<file path="config.mk">
export PLATFORM = sky130hd
export DESIGN_NAME = half_adder
export DESIGN_NICKNAME = d
export VERILOG_FILES = /design/src/rtl/half_adder.sv
export SDC_FILE = /design/constraint.sdc
export NUM_CORES = 1
export LEC_CHECK = 0
export CAP_MARGIN = 25
export CORE_ASPECT_RATIO = 2
export CORE_MARGIN = 4
export CORE_UTILIZATION = 27
export DETAILED_ROUTE_END_ITERATION = 8
export SLEW_MARGIN = 10
export SYNTH_ARGS = -nofsm -noshare
export SYNTH_HDL_FRONTEND = slang
export SYNTH_SLANG_ARGS = --single-unit
</file>
<file path="constraint.sdc">
create_clock -name clk -period 1.7 [get_ports clk]
set_input_delay 0.51 -clock clk [delete_from_list [all_inputs] [get_ports clk]]
set_output_delay 0.51 -clock clk [all_outputs]
set_load 0.03 [all_outputs]
</file>
<file path="src/rtl/half_adder.sv">
// half_adder: per-lane combinational sum/carry plus registered copy with valid flag and saturating carry-event counter
module half_adder #(
  parameter int WIDTH = 1,
  parameter int CNT_W = 16
) (
  input  logic             clk,
  input  logic             rst,
  input  logic [WIDTH-1:0] a,
  input  logic [WIDTH-1:0] b,
  input  logic             in_valid,
  input  logic             cnt_clr,
  output logic [WIDTH-1:0] sum,
  output logic [WIDTH-1:0] carry,
  output logic [WIDTH-1:0] sum_q,
  output logic [WIDTH-1:0] carry_q,
  output logic             out_valid,
  output logic [CNT_W-1:0] carry_cnt
);
  logic [WIDTH-1:0] sum_d, carry_d;
  logic [CNT_W-1:0] cnt_d;
  assign sum   = a ^ b;
  assign carry = a & b;
  always_comb begin
    sum_d   = in_valid ? sum : sum_q;
    carry_d = in_valid ? carry : carry_q;
    // clear wins over increment; all-ones counter holds instead of wrapping
    cnt_d   = cnt_clr ? '0
            : (in_valid && |carry && !(&carry_cnt)) ? carry_cnt + CNT_W'(1)
            : carry_cnt;
  end
  always_ff @(posedge clk) begin
    if (rst) begin
      sum_q     <= '0;
      carry_q   <= '0;
      out_valid <= 1'b0;
      carry_cnt <= '0;
    end else begin
      sum_q     <= sum_d;
      carry_q   <= carry_d;
      out_valid <= in_valid;
      carry_cnt <= cnt_d;
    end
  end
endmodule

</file>
==> key figures, run 1 <==
Cells and area
  • Fillers: 361
  • Diode count: 0
  • Finished Layout Cells: 195
  • Multi-input gate area: 623.1 um2
  • # nets final: 172
  • Register area: 389.1 um2
  • Cell area after layout: 1540 um2
  • Area Overhead vs Synth: 63.92%
  • Share of cells above drive strength 1: 31.90%

Clock tree
  • Clock Tree Root: clkbuf_8
  • Worst-Skew Late Latency: 0.27 ns
  • Reg clk slew, reported paths: 0.08 ns
  • Clk buf depth: 2
  • Num CTS Buffers: 3
  • # clock sinks: 19
  • Hold buffers post-CTS: 0
  • H-tree Lvls: 1
  • CTS tree: built

Global route
  • Total GRT Usage: 13.51%
  • Initial antenna violation count: 0
  • Largest net degree at the start of global routing: 12
  • First-pass GRT wire length: 4816 um
  • Grt ovf: 0
  • Number of global-route vias before repair: 1103

Floorplan
  • Ports: 27
  • DIE AREA: 4545 um2
  • Rows: 30
  • Die Ht: 91.43 um
  • Die width: 49.72 um
  • Starting density of the core: 27.81%
  • Core area: 3378 um2

Setup path
  • R2r worst-path depth: 7
  • Kind of critical path: reg -> out
  • Worst R2R Start: carry_cnt[0]
  • Reg2reg setup slack: 0.03 ns
  • WP buf/inv: 1
  • Crit path max fanout: 6
  • Worst-path cell chain: dlygate4sd2_1
  • RR Endpoint: carry_cnt[3]
  • Delay-heaviest family, CP: flip-flops
  • Worst Path Required: 1.19 ns
  • Startpoint Class: flip-flop
  • CP max-delay cell: dfxtp_1
  • CP endpoint kind: output port
  • Max stage delay on crit path: 0.46 ns
  • CP arrival: 1.17 ns

Synthesis
  • Yosys cell types: 29
  • Flop and latch count out of synthesis: 19
  • Syn Inst Count: 109
  • Synth Area in XOR/XNOR: 0%
  • Syn Nets: 117
  • Register area share after synthesis: 40.48%
  • Adder-Cell Fraction of Synth Area: 2.663%
  • Simple-gate portion of the synthesized area: 33.82%
  • Post-synthesis compound-gate area fraction: 18.91%
  • Multiplexer share of the synthesized area: 2.130%
  • Syn avg cell area: 8.621 um2
  • Yosys warns: 0
  • Area of the mapped netlist: 939.7 um2
  • Largest family of logic cells by synthesized area: simple AND/OR/NAND/NOR gates

Timing
  • Worst slew margin: 76.08%
  • Total negative slack: 0 ns
  • Tmin final: 1.676 ns
  • Final setup margin: 0.02418 ns
  • Max Fclk: 596.7 MHz
  • Setup violators final: 0
  • Max Slew Vio Count: 0
  • Final Hold Fails: 0
  • Slew @ Worst Pin: 0.3555 ns
  • RSZ-0062 raised after global routing: true
  • Period utilization: 98.58%
  • Worst clock skew: 0.01079 ns
  • Hold slack final: 0.4746 ns

Power and ir drop
  • Max VDD drop: 0.4541 mV
  • Comb power frac: 9.8%
  • Clock group share of total power: 38.4%
  • Leak pwr: 0.6707 nW
  • Sequential share of power: 51.8%
  • Sw Share: 25.02%
  • P_sw: 0.2182 mW
  • P_int: 0.6538 mW
  • PD cells: 566.2 nW/um2

Detailed routing
  • Routed wire length per instance: 15.19 um
  • ANT nets after route: 0
  • Residual DRC: 0
  • Number of DRC markers in iteration 0: 21
  • Total detailed-routing wirelength: 2963 um
  • Vias: 1081
  • Routed vias/inst: 5.544
  • First-pass DRT Iterations: 4

Place
  • Post-DP Area: 1451 um2
  • Placed Cells: 189
  • PortBufs: 26
  • Pre-CTS WS: -0.4796 ns
  • DPL Wire Length: 2315 um
  • RePlAce Congestion: 0.8105

Worst hold path
  • Min-delay worst type: reg -> reg
  • Hold Crit Depth: 2
  • Hold Path End: carry_q
  • Hold_sp: carry_q

Job
  • Maximum capacitance violations: 0

Outcome
  • Run status: complete, no violations
[area by class of cell]
cell class,count,share of cell area [%]
multi-input combinational,85,40.45
timing repair buffer,52,27.94
sequential,19,25.26
clock buffer,3,2.681
tap,32,2.600
inverter,3,0.7311
clock inverter,1,0.3249
[cells by family (layout without fill, tap and decap cells)]
| logic type | count (synthesis) | count (layout) |
|---|---|---|
| and+or+nand+nor | 52 | 52 |
| AOI/OAI and AO/OA | 29 | 29 |
| DFF | 19 | 19 |
| buffers and inverters | 5 | 59 |
| adders and majority gates | 2 | 2 |
| muxes | 2 | 2 |
[power by group through the flow]
stage	clock network, mW	logic [mW]	registers (mW)
after detailed placement	0	0.0870	0.462
after global placement	0	0.0861	0.462
after global routing	0.357	0.0915	0.452
final	0.335	0.0858	0.452
after floorplan	0	0.0331	0.471
after CTS	0.336	0.0871	0.452
[synth_stat cells]
cell / instances / area (um2)
nand4_1: 3 / 18.77
o31a_1: 1 / 8.760
nor2b_1: 2 / 12.51
nor4_1: 2 / 12.51
or3_1: 4 / 25.02
o21ai_0: 5 / 25.02
o21a_1: 2 / 15.01
nor2_1: 4 / 15.01
clkbuf_1: 1 / 3.750
inv_1: 3 / 11.26
nand3_1: 6 / 30.03
nand2b_1: 1 / 6.260
a21oi_1: 10 / 50.05
o31ai_1: 5 / 37.54
and4_1: 3 / 26.28
nor4_2: 2 / 25.02
a311oi_1: 1 / 8.760
nand4_4: 1 / 21.27
dfxtp_1: 19 / 380.4
o211ai_1: 1 / 7.510
nor3_1: 6 / 30.03
or2_2: 1 / 6.260
a31oi_1: 4 / 25.02
mux2i_1: 2 / 20.02
nand2_1: 9 / 33.78
ha_1: 2 / 25.02
or4_1: 4 / 30.03
and3_1: 4 / 25.02
buf_1: 1 / 3.750
[stage by stage]
step	utilization (%)	power (mW)
after detailed placement	42.96	0.5493
after global routing	45.59	0.9004
after global placement	42.96	0.5482
after CTS	44.85	0.8744
final	45.59	0.8721
after floorplan	-	0.5041
[timing repair]
action	in CTS	in global routing
resized for setup	30	4
setup endpoints to repair	34	5
pin swaps	3	2
buffers inserted	1	1
[sequential cells by signal (all words and copies together) (netlist names)]
register   cells
carry_cnt     16
carry_q        1
out_valid      1
sum_q          1
[worst max path at each step]
stage	from	endpoint	slack [ns]	cells after the start
after detailed placement	a	carry_cnt[9]	-0.48	6
after floorplan	carry_cnt[8]	carry_cnt[13]	0.01	4
after global routing	carry_cnt[2]	carry_cnt[2]	-0.03	1
final	carry_cnt[2]	carry_cnt[2]	0.02	1
after CTS	carry_cnt[0]	carry_cnt[3]	0.0004	7
after global placement	a	carry_cnt[10]	-0.46	6
[cell usage in the layout (no fill, tap or decap), drive strengths merged]
cell type,instances
a21oi,10
a311oi,1
a31oi,4
and3,4
and4,3
buf,28
clkbuf,3
clkdlybuf4s50,2
clkinv,1
dfxtp,19
dlygate4sd2,22
ha,2
inv,3
mux2i,2
nand2,9
nand2b,1
nand3,6
nand4,4
nor2,4
nor2b,2
nor3,6
nor4,4
o211ai,1
o21a,2
o21ai,5
o31a,1
o31ai,5
or2,1
or3,4
or4,4
[routing by layer]
| layer | global-route usage, % | part of all wire [%] | routed length [um] | vias to the layer above |
|---|---|---|---|---|
| li1 | - | - | - | 534 |
| met1 | 11.96 | 35 | 1024 | 511 |
| met2 | 26.77 | 59 | 1754 | 32 |
| met3 | 2.791 | 4.8 | 141 | 4 |
| met4 | 6.928 | 1.4 | 42 | 0 |
| met5 | 0 | 0 | 0 | - |
Power figures use the tool's default switching activity.
==> inputs of run 2 (changes only) <==
Settings changed: CORE_MARGIN 4 to default, CORE_UTILIZATION 27 to 30.
==> run 2 against run 1 <==
  * Global-route usage up 3.5 points
  * Sequential power hardly changed
  * Setup slack improved by 0.0063 ns
  * Clock skew decreased by 0.0080 ns
  * Largest cell class unchanged
  * Critical path depth grew 2
==> key figures, run 2 (synthesis results as in run 1) <==
Outcome
  • Run status: complete, no violations

Power and ir drop
  • PD cells: 564.2 nW/um2
  • Max VDD drop: 0.4235 mV
  • Leak pwr: 0.6588 nW
  • Final total power: 0.8634 mW

Place
  • PortBufs: 26
  • DPL Wire Length: 2014 um
  • RePlAce Congestion: 0.7663

Worst hold path
  • Min-delay worst type: reg -> reg

Cells and area
  • Share of cells above drive strength 1: 31.90%
  • Area Overhead vs Synth: 62.85%
  • Biggest register: carry_cnt
  • Post-layout util: 51.39%
  • Max FFs per register: 16
  • Commonest non-fill, non-tap cell in the layout: buf_4
  • Diode count: 0
  • Commonest cells after routing, fill and taps aside: 25 x buf_4, 22 x dlygate4sd2_1, 12 x dfxtp_1
  • # nets final: 172

Floorplan
  • Core area: 2978 um2
  • Die Ht: 81.15 um
  • Die width: 41.58 um
  • Starting density of the core: 31.55%
  • DIE AREA: 3374 um2
  • Rows: 28
  • Ports: 27

Detailed routing
  • Residual DRC: 0
  • Vias: 1078
  • Total detailed-routing wirelength: 2761 um
  • ANT nets after route: 0
  • First-pass DRT Iterations: 4
  • Routed vias/inst: 5.585
  • Routed wire length per instance: 14.31 um
  • Number of DRC markers in iteration 0: 24

Timing
  • Setup violators final: 0
  • Worst clock skew: 0.002798 ns
  • Max Fclk: 599.0 MHz
  • Tmin final: 1.670 ns
  • Slew @ Worst Pin: 0.3947 ns
  • Period utilization: 98.21%
  • Final Hold Fails: 0
  • Max Slew Vio Count: 0
  • Worst slew margin: 73.47%

Global route
  • Initial antenna violation count: 0
  • Grt ovf: 0
  • Number of global-route vias before repair: 1009
  • Total GRT Usage: 16.99%
  • Largest net degree at the start of global routing: 12
  • First-pass GRT wire length: 4416 um

Clock tree
  • Clk buf depth: 2
  • Num CTS Buffers: 3
  • CTS tree: built
  • Clock Tree Root: clkbuf_8
  • Worst-Skew Late Latency: 0.26 ns
  • Reg clk slew, reported paths: 0.07 ns
  • H-tree Lvls: 1
  • # clock sinks: 19

Job
  • Maximum capacitance violations: 0

Setup path
  • CP endpoint kind: output port
  • Worst Path Required: 1.19 ns
  • Kind of critical path: in -> out
  • CP arrival: 1.16 ns
  • Crit path max fanout: 2
  • Startpoint Class: input pin
-- run 2: cell count changes in the layout (fill, tap and decap cells not counted) --
cell and change:
nand2_2 +1, nor4_2 +1, nand3_4 -1, nand2_4 -1, nand3_2 +1, buf_4 -1
-- run 2: per-layer routing --
layer	part of all wire, %	GRT usage [%]
met5	0	0
met4	3.3	10.32
met3	3.7	1.778
met2	56	33.13
met1	37	16.46
-- run 2: final cells by class --
| type | count | area (um2) |
|---|---|---|
| Clock buffer | 3 | 41.29 |
| Fill cell | 285 | 1448 |
| Inverter | 3 | 11.26 |
| Timing Repair Buffer | 51 | 422.9 |
| Tap cell | 30 | 37.54 |
| Clock inverter | 1 | 5.005 |
| Sequential cell | 19 | 389.1 |
| Multi-Input combinational cell | 86 | 623.1 |
-- run 2: path summary, 6_finish.rpt --
| path | from | endpoint | slack [ns] | cells after the start |
|---|---|---|---|---|
| setup / recovery | b | sum | 0.03 | 3 |
| hold / removal | carry_q | carry_q | 0.47 | 2 |
| setup reg to reg | carry_cnt[0] | carry_cnt[3] | 0.04 | 7 |
| hold reg to reg | carry_q | carry_q | 0.47 | 2 |
-- run 2: critical path, cell delays in order --
cell	delay (ns)
dlygate4sd2_1	0.26
ha_4	0.27
buf_6	0.12
-- run 2: through the flow --
step | std cells | hold WS [ns] | instance area (um2) | setup TNS, ns | setup slack (ns)
5_1_grt | 193 | 0.5072 | 1530 | -0.02342 | -0.02342
3_5_place_dp | 187 | 0.4593 | 1449 | -6.273 | -0.5138
6_report | 193 | 0.4725 | 1530 | 0 | 0.03050
4_1_cts | 191 | 0.4710 | 1488 | 0 | 0.003869
3_3_place_gp | 187 | 0.4593 | 1449 | -6.006 | -0.4614
2_1_floorplan | 109 | 0.5568 | 983.4 | 0 | 0.01354
-- run 2: power by group --
part           total, mW  internal [mW]  switching, mW
Combinational     0.0824         0.0385         0.0439
Sequential         0.451          0.449        0.00180
Clock              0.330          0.163          0.167
-- run 2: repair_timing --
action	CTS	global route
endpoints found under the hold margin	0	0
hold buffers	0	0
buffers inserted	0	1
setup endpoints to repair	35	6
cloned	0	1
pin swaps	1	2
resized for setup	26	6
